--- config.mk ---
export PLATFORM = sky130hd
export DESIGN_NAME = execute_load_ctrl
export DESIGN_NICKNAME = d
export VERILOG_FILES = /design/src/rtl/execute_load_ctrl.sv
export SDC_FILE = /design/constraint.sdc
export NUM_CORES = 1
export LEC_CHECK = 0
export ABC_AREA = 1
export BUFFER_PORTS_ARGS = -buffer_cell sky130_fd_sc_hd__buf_2
export CORE_ASPECT_RATIO = 2
export CORE_MARGIN = 5
export CORE_UTILIZATION = 27
export CTS_BUF_LIST = sky130_fd_sc_hd__clkbuf_8
export DETAILED_ROUTE_END_ITERATION = 16
export PLACE_DENSITY = 0.56
export SLEW_MARGIN = 20
export SYNTH_ARGS = -nofsm -noshare
export SYNTH_HDL_FRONTEND = slang
export SYNTH_SLANG_ARGS = --single-unit
--- constraint.sdc ---
create_clock -name iCLOCK -period 2 [get_ports iCLOCK]
set_input_delay 0.6 -clock iCLOCK [delete_from_list [all_inputs] [get_ports iCLOCK]]
set_output_delay 0.6 -clock iCLOCK [all_outputs]
set_load 0.005 [all_outputs]
--- src/rtl/execute_load_ctrl.sv ---
// Single-outstanding load sequencer: execute request -> data-memory read -> writeback.
// Define EXECUTE_LOAD_ALIGN_CHECK_EN to fault misaligned half/word loads without a memory access.
module execute_load_ctrl #(
  parameter int P_DEST_W  = 5,
  parameter int P_TIMEOUT = 256
) (
  input  logic                iCLOCK,
  input  logic                iRESET_SYNC,
  input  logic                iEVENT_FLUSH,
  input  logic                iREQ_VALID,
  output logic                oREQ_BUSY,
  input  logic [31:0]         iREQ_ADDR,
  input  logic [1:0]          iREQ_SIZE,
  input  logic [P_DEST_W-1:0] iREQ_DEST,
  output logic                oMEM_REQ,
  input  logic                iMEM_BUSY,
  output logic [31:0]         oMEM_ADDR,
  output logic [3:0]          oMEM_MASK,
  input  logic                iMEM_VALID,
  input  logic [31:0]         iMEM_DATA,
  output logic                oWB_VALID,
  input  logic                iWB_BUSY,
  output logic [31:0]         oWB_DATA,
  output logic [P_DEST_W-1:0] oWB_DEST,
  output logic                oWB_FAULT
);

  localparam int CNT_W = $clog2(P_TIMEOUT);
  localparam logic [CNT_W-1:0] CNT_LAST = CNT_W'(P_TIMEOUT - 1);

  typedef enum logic [2:0] {
    S_IDLE,
    S_ISSUE,
    S_WAIT,
    S_DATA,
    S_DRAIN
  } state_e;

  state_e                state_q;
  logic [CNT_W-1:0]      cnt_q;
  logic                  owed_q;
  logic [31:0]           addr_q;
  logic [3:0]            mask_q;
  logic [P_DEST_W-1:0]   dest_q;
  logic [31:0]           data_q;
  logic                  fault_q;

  logic [3:0]            mask_d;
  logic [31:0]           rdata_d;
  logic                  misalign_d;
  logic                  accept_d;

  // NOTE: every variable assigned in always_comb gets a default first so no latch is inferred.
  always_comb begin
    mask_d = 4'b1111;
    case (iREQ_SIZE)
      2'd0: begin
        case (iREQ_ADDR[1:0])
          2'd0:    mask_d = 4'b0001;
          2'd1:    mask_d = 4'b0010;
          2'd2:    mask_d = 4'b0100;
          default: mask_d = 4'b1000;
        endcase
      end
      2'd1:    mask_d = iREQ_ADDR[1] ? 4'b1100 : 4'b0011;
      default: mask_d = 4'b1111;
    endcase
  end

  // Lane bit0 is the most significant byte of the memory word.
  always_comb begin
    rdata_d = iMEM_DATA;
    case (mask_q)
      4'b0001: rdata_d = {24'd0, iMEM_DATA[31:24]};
      4'b0010: rdata_d = {24'd0, iMEM_DATA[23:16]};
      4'b0100: rdata_d = {24'd0, iMEM_DATA[15:8]};
      4'b1000: rdata_d = {24'd0, iMEM_DATA[7:0]};
      4'b0011: rdata_d = {16'd0, iMEM_DATA[31:16]};
      4'b1100: rdata_d = {16'd0, iMEM_DATA[15:0]};
      default: rdata_d = iMEM_DATA;
    endcase
  end

`ifdef EXECUTE_LOAD_ALIGN_CHECK_EN
  assign misalign_d = (iREQ_SIZE == 2'd1) ? iREQ_ADDR[0]
                    : (iREQ_SIZE[1] ? (iREQ_ADDR[1:0] != 2'b00) : 1'b0);
`else
  assign misalign_d = 1'b0;
`endif

  assign accept_d = iREQ_VALID & (state_q == S_IDLE) & ~iEVENT_FLUSH;

  // NOTE: sequential state uses non-blocking assignments only; the datapath registers are
  // reset too so every output reads 0 straight out of reset.
  always_ff @(posedge iCLOCK) begin
    if (iRESET_SYNC) begin
      state_q <= S_IDLE;
      cnt_q   <= '0;
      owed_q  <= 1'b0;
      addr_q  <= '0;
      mask_q  <= '0;
      dest_q  <= '0;
      data_q  <= '0;
      fault_q <= 1'b0;
    end else if (iEVENT_FLUSH) begin
      case (state_q)
        S_ISSUE: state_q <= S_IDLE;
        S_WAIT: begin
          // A response landing with the flush settles the debt; otherwise drain it later.
          if (iMEM_VALID) begin
            state_q <= S_IDLE;
          end else begin
            state_q <= S_DRAIN;
            owed_q  <= 1'b1;
          end
        end
        S_DATA:  state_q <= owed_q ? S_DRAIN : S_IDLE;
        default: state_q <= state_q;
      endcase
    end else begin
      case (state_q)
        S_IDLE: begin
          if (accept_d) begin
            addr_q <= {iREQ_ADDR[31:2], 2'b00};
            mask_q <= mask_d;
            dest_q <= iREQ_DEST;
            if (misalign_d) begin
              state_q <= S_DATA;
              data_q  <= '0;
              fault_q <= 1'b1;
            end else begin
              state_q <= S_ISSUE;
            end
          end
        end
        S_ISSUE: begin
          if (!iMEM_BUSY) begin
            state_q <= S_WAIT;
            cnt_q   <= '0;
          end
        end
        S_WAIT: begin
          if (iMEM_VALID) begin
            state_q <= S_DATA;
            data_q  <= rdata_d;
            fault_q <= 1'b0;
          end else if (cnt_q == CNT_LAST) begin
            state_q <= S_DATA;
            data_q  <= '0;
            fault_q <= 1'b1;
            owed_q  <= 1'b1;
          end else begin
            cnt_q <= cnt_q + 1'b1;
          end
        end
        S_DATA: begin
          if (!iWB_BUSY) state_q <= owed_q ? S_DRAIN : S_IDLE;
        end
        S_DRAIN: begin
          if (iMEM_VALID) begin
            state_q <= S_IDLE;
            owed_q  <= 1'b0;
          end
        end
        default: state_q <= S_IDLE;
      endcase
    end
  end

  assign oREQ_BUSY = (state_q != S_IDLE);
  assign oMEM_REQ  = (state_q == S_ISSUE);
  assign oMEM_ADDR = addr_q;
  assign oMEM_MASK = mask_q;
  assign oWB_VALID = (state_q == S_DATA);
  assign oWB_DATA  = data_q;
  assign oWB_DEST  = dest_q;
  assign oWB_FAULT = fault_q;

endmodule

==> run metrics <==
core region area 14300 sq um; DP Wirelength 10000 um; relative slew slack 63.2%; setup total negative slack 0 ns; clk buf depth 2; Leak 2.40 nW; CTS tree yes; worst hold path class reg -> reg; fin crit period 1.91 ns; status completed; Synth Register Bits 84; Critical Path End oWB_VALID; final-stage net count 791; xor/xnor share of the synthesized area 0%; r2r setup slk around 0.28 ns; via count 4088; H-tree depth 3; gr busiest metal met2; maxcap violations 0; maximum vdd ir drop 433 uV; TritonRoute pass-1 iters 4; Syn Area/Cell 6.87 sq um; I/O pin cnt 155; Crit path required time ~1.4 ns; post-synthesis sequential area ratio 43.2%; Final Skew 0.0105 ns; pwr/cell area 1020 nW/um^2; Core Util, Final between 30% and 40%; Synth area leader dfxtp_1; R2R cell count 9; Root Driver clkbuf_8; M1 GR Usage 14.8%; Slew Viols, Final 0; Synth Area in Simple Gates approximately a quarter; Synth Area in Adders 0.321%; WP data arrival 1.31 ns; share of layout cells above drive strength 1 26.9%; DRC 0; Compound-Gate Fraction of Synth Area 18.3%; Die ar. 17100 sq um; GRT overflow 0; antenna violations before repair 3; RD Place Congestion 0.904; post-synth cell types 28; Die Span Y 180 um; critical path fanouts, max 5; clk_lat worst skew 0.36 ns; FMAX 524 MHz; main combinational cell family by area after synthesis simple AND/OR/NAND/NOR gates; final setup vio count 0; Post-CTS Hold Buffers 0; Slew @ Worst Pin 0.551 ns; initial drt markers between 150 and 200; reg2reg end oWB_DATA[4]; first-pass GRT wire length about 20000 um; Global Route met2 Usage 27.8%; CTS Sinks 84; Vias/cell 4.49; crit path from state_q[2]; yosys warns 0; top cell type's share of synthesized area 43.2%; CTS clk-pin slew, worst paths approximately 0.090 ns; CTS buffer count 9; DP Area 4850 sq um; kind of critical path reg -> out; post-synthesis mux area share 0%; GRT Resource Usage Total 15.1%; vias in the first global route 4007; pin count of the biggest net entering global routing 45; Initial Utilization approximately 27%; CP Capture Type output port; standard-cell row count 62; M3 GR Usage 3.47%; Fin. Hold Viols 0; port buffer count roughly 150; Routed Antenna Nets 0; Tcrit/Tclk final a little over nine tenths; fin area just over 5000 sq um; synthesized netlist cell count 567; FF-to-FF Start oMEM_MASK[3]; Layout area overhead 30.2%; Area contributors post-synth dfxtp_1 43%, nand2_1 13%, a21oi_1 10%; CP startpoint kind flop; RSZ-0062 raised after global routing false; routed wire length 12800 um; hold slack final about 0.45 ns; routed length per placed instance 14.0 um; DIE WIDTH 94.9 um; synthesized cell area 3890 sq um
## cell usage in the layout, fill, tap and decap left out, types with 4 or more instances in the layout
cell type and n:
a21oi_1 78, nand2_1 133, o21ai_0 46, buf_12 4, inv_2 4, dfxtp_1 84
nor2_1 48, buf_2 152, nand4_1 19, buf_4 5, nand3_1 25, inv_1 72
o21ai_1 9, clkbuf_8 10, nand3_2 4
## worst min path at each step
stage                             start            end  slack, ns  depth (start not counted)
after floorplan           oMEM_ADDR[18]  oMEM_ADDR[18]       0.44                          2
final                     oMEM_ADDR[23]  oMEM_ADDR[23]       0.45                          2
after CTS                 oMEM_ADDR[14]  oMEM_ADDR[14]       0.45                          2
after global routing      oMEM_ADDR[25]  oMEM_ADDR[25]       0.47                          2
after detailed placement  oMEM_ADDR[14]  oMEM_ADDR[14]       0.43                          2
after global placement    oMEM_ADDR[15]  oMEM_ADDR[15]       0.43                          2
## final cells by class
type	count	area (sq um)
flip-flops and latches	84	1680
inverters	77	292
clock buffers	10	138
repair buffers	161	878
well taps	192	240
diodes	1	2.50
multi-input cells	379	1760
clock inverters	6	71.3
fillers	1644	9210
## power breakdown
part	switching [mW]	internal [mW]
clock network	0.650	0.622
logic	1.15	0.650
registers	0.169	1.92
## Yosys cell counts
cell type	number
o21bai_1	2
nand3_2	4
a21oi_4	1
nor3_1	2
o31ai_1	1
nor2_1	49
nand3b_1	2
nand4_1	19
buf_4	6
inv_1	72
inv_4	1
buf_6	3
buf_2	10
clkbuf_1	9
nor2_4	1
nand2_1	133
o21ai_1	9
o21ai_0	46
inv_2	4
a21oi_1	78
nand2_4	1
conb_1	1
nand3_1	25
o21ai_2	1
nand2_2	1
dfxtp_1	84
nor2_2	1
ha_1	1
## per-stage QoR
step / setup slack [ns] / cells / power, mW
floorplan: 0.606 / 568 / 3.27
global placement: 0.265 / 893 / 3.93
detailed placement: 0.233 / 893 / 3.94
CTS: 0.0331 / 909 / 5.24
global route: 0.0269 / 910 / 5.54
finish: 0.0926 / 910 / 5.16
## state kept, by name, summed over array words and instances, names as in the netlist
| signal | flops |
|---|---|
| oWB_DATA | 32 |
| oMEM_ADDR | 30 |
| cnt_q | 8 |
| oWB_DEST | 5 |
| oMEM_MASK | 4 |
| state_q | 3 |
| oWB_FAULT | 1 |
| owed_q | 1 |
## kinds of logic after synthesis
logic type,after synthesis
buf+inv,105
other cells,1
fa+ha+maj,1
flops,84
simple gates,238
compound gates,138
## worst max-delay path: stages (launching register included)
cell	delay [ns]
dfxtp_1	0.36
inv_1	0.15
nand2_1	0.10
nor2_2	0.18
buf_2	0.15
## layer usage
| layer | routed length (um) | up-vias |
|---|---|---|
| li1 | - | 2110 |
| met1 | 4620 | 1821 |
| met2 | 6920 | 119 |
| met3 | 641 | 34 |
| met4 | 568 | 4 |
| met5 | 34 | - |
## timing repair
action | CTS | global route
gates resized for setup | 0 | 1
buffers inserted | 0 | 0
setup endpoints to repair | 0 | 1
No activity file was read; power rests on OpenSTA's default activity.
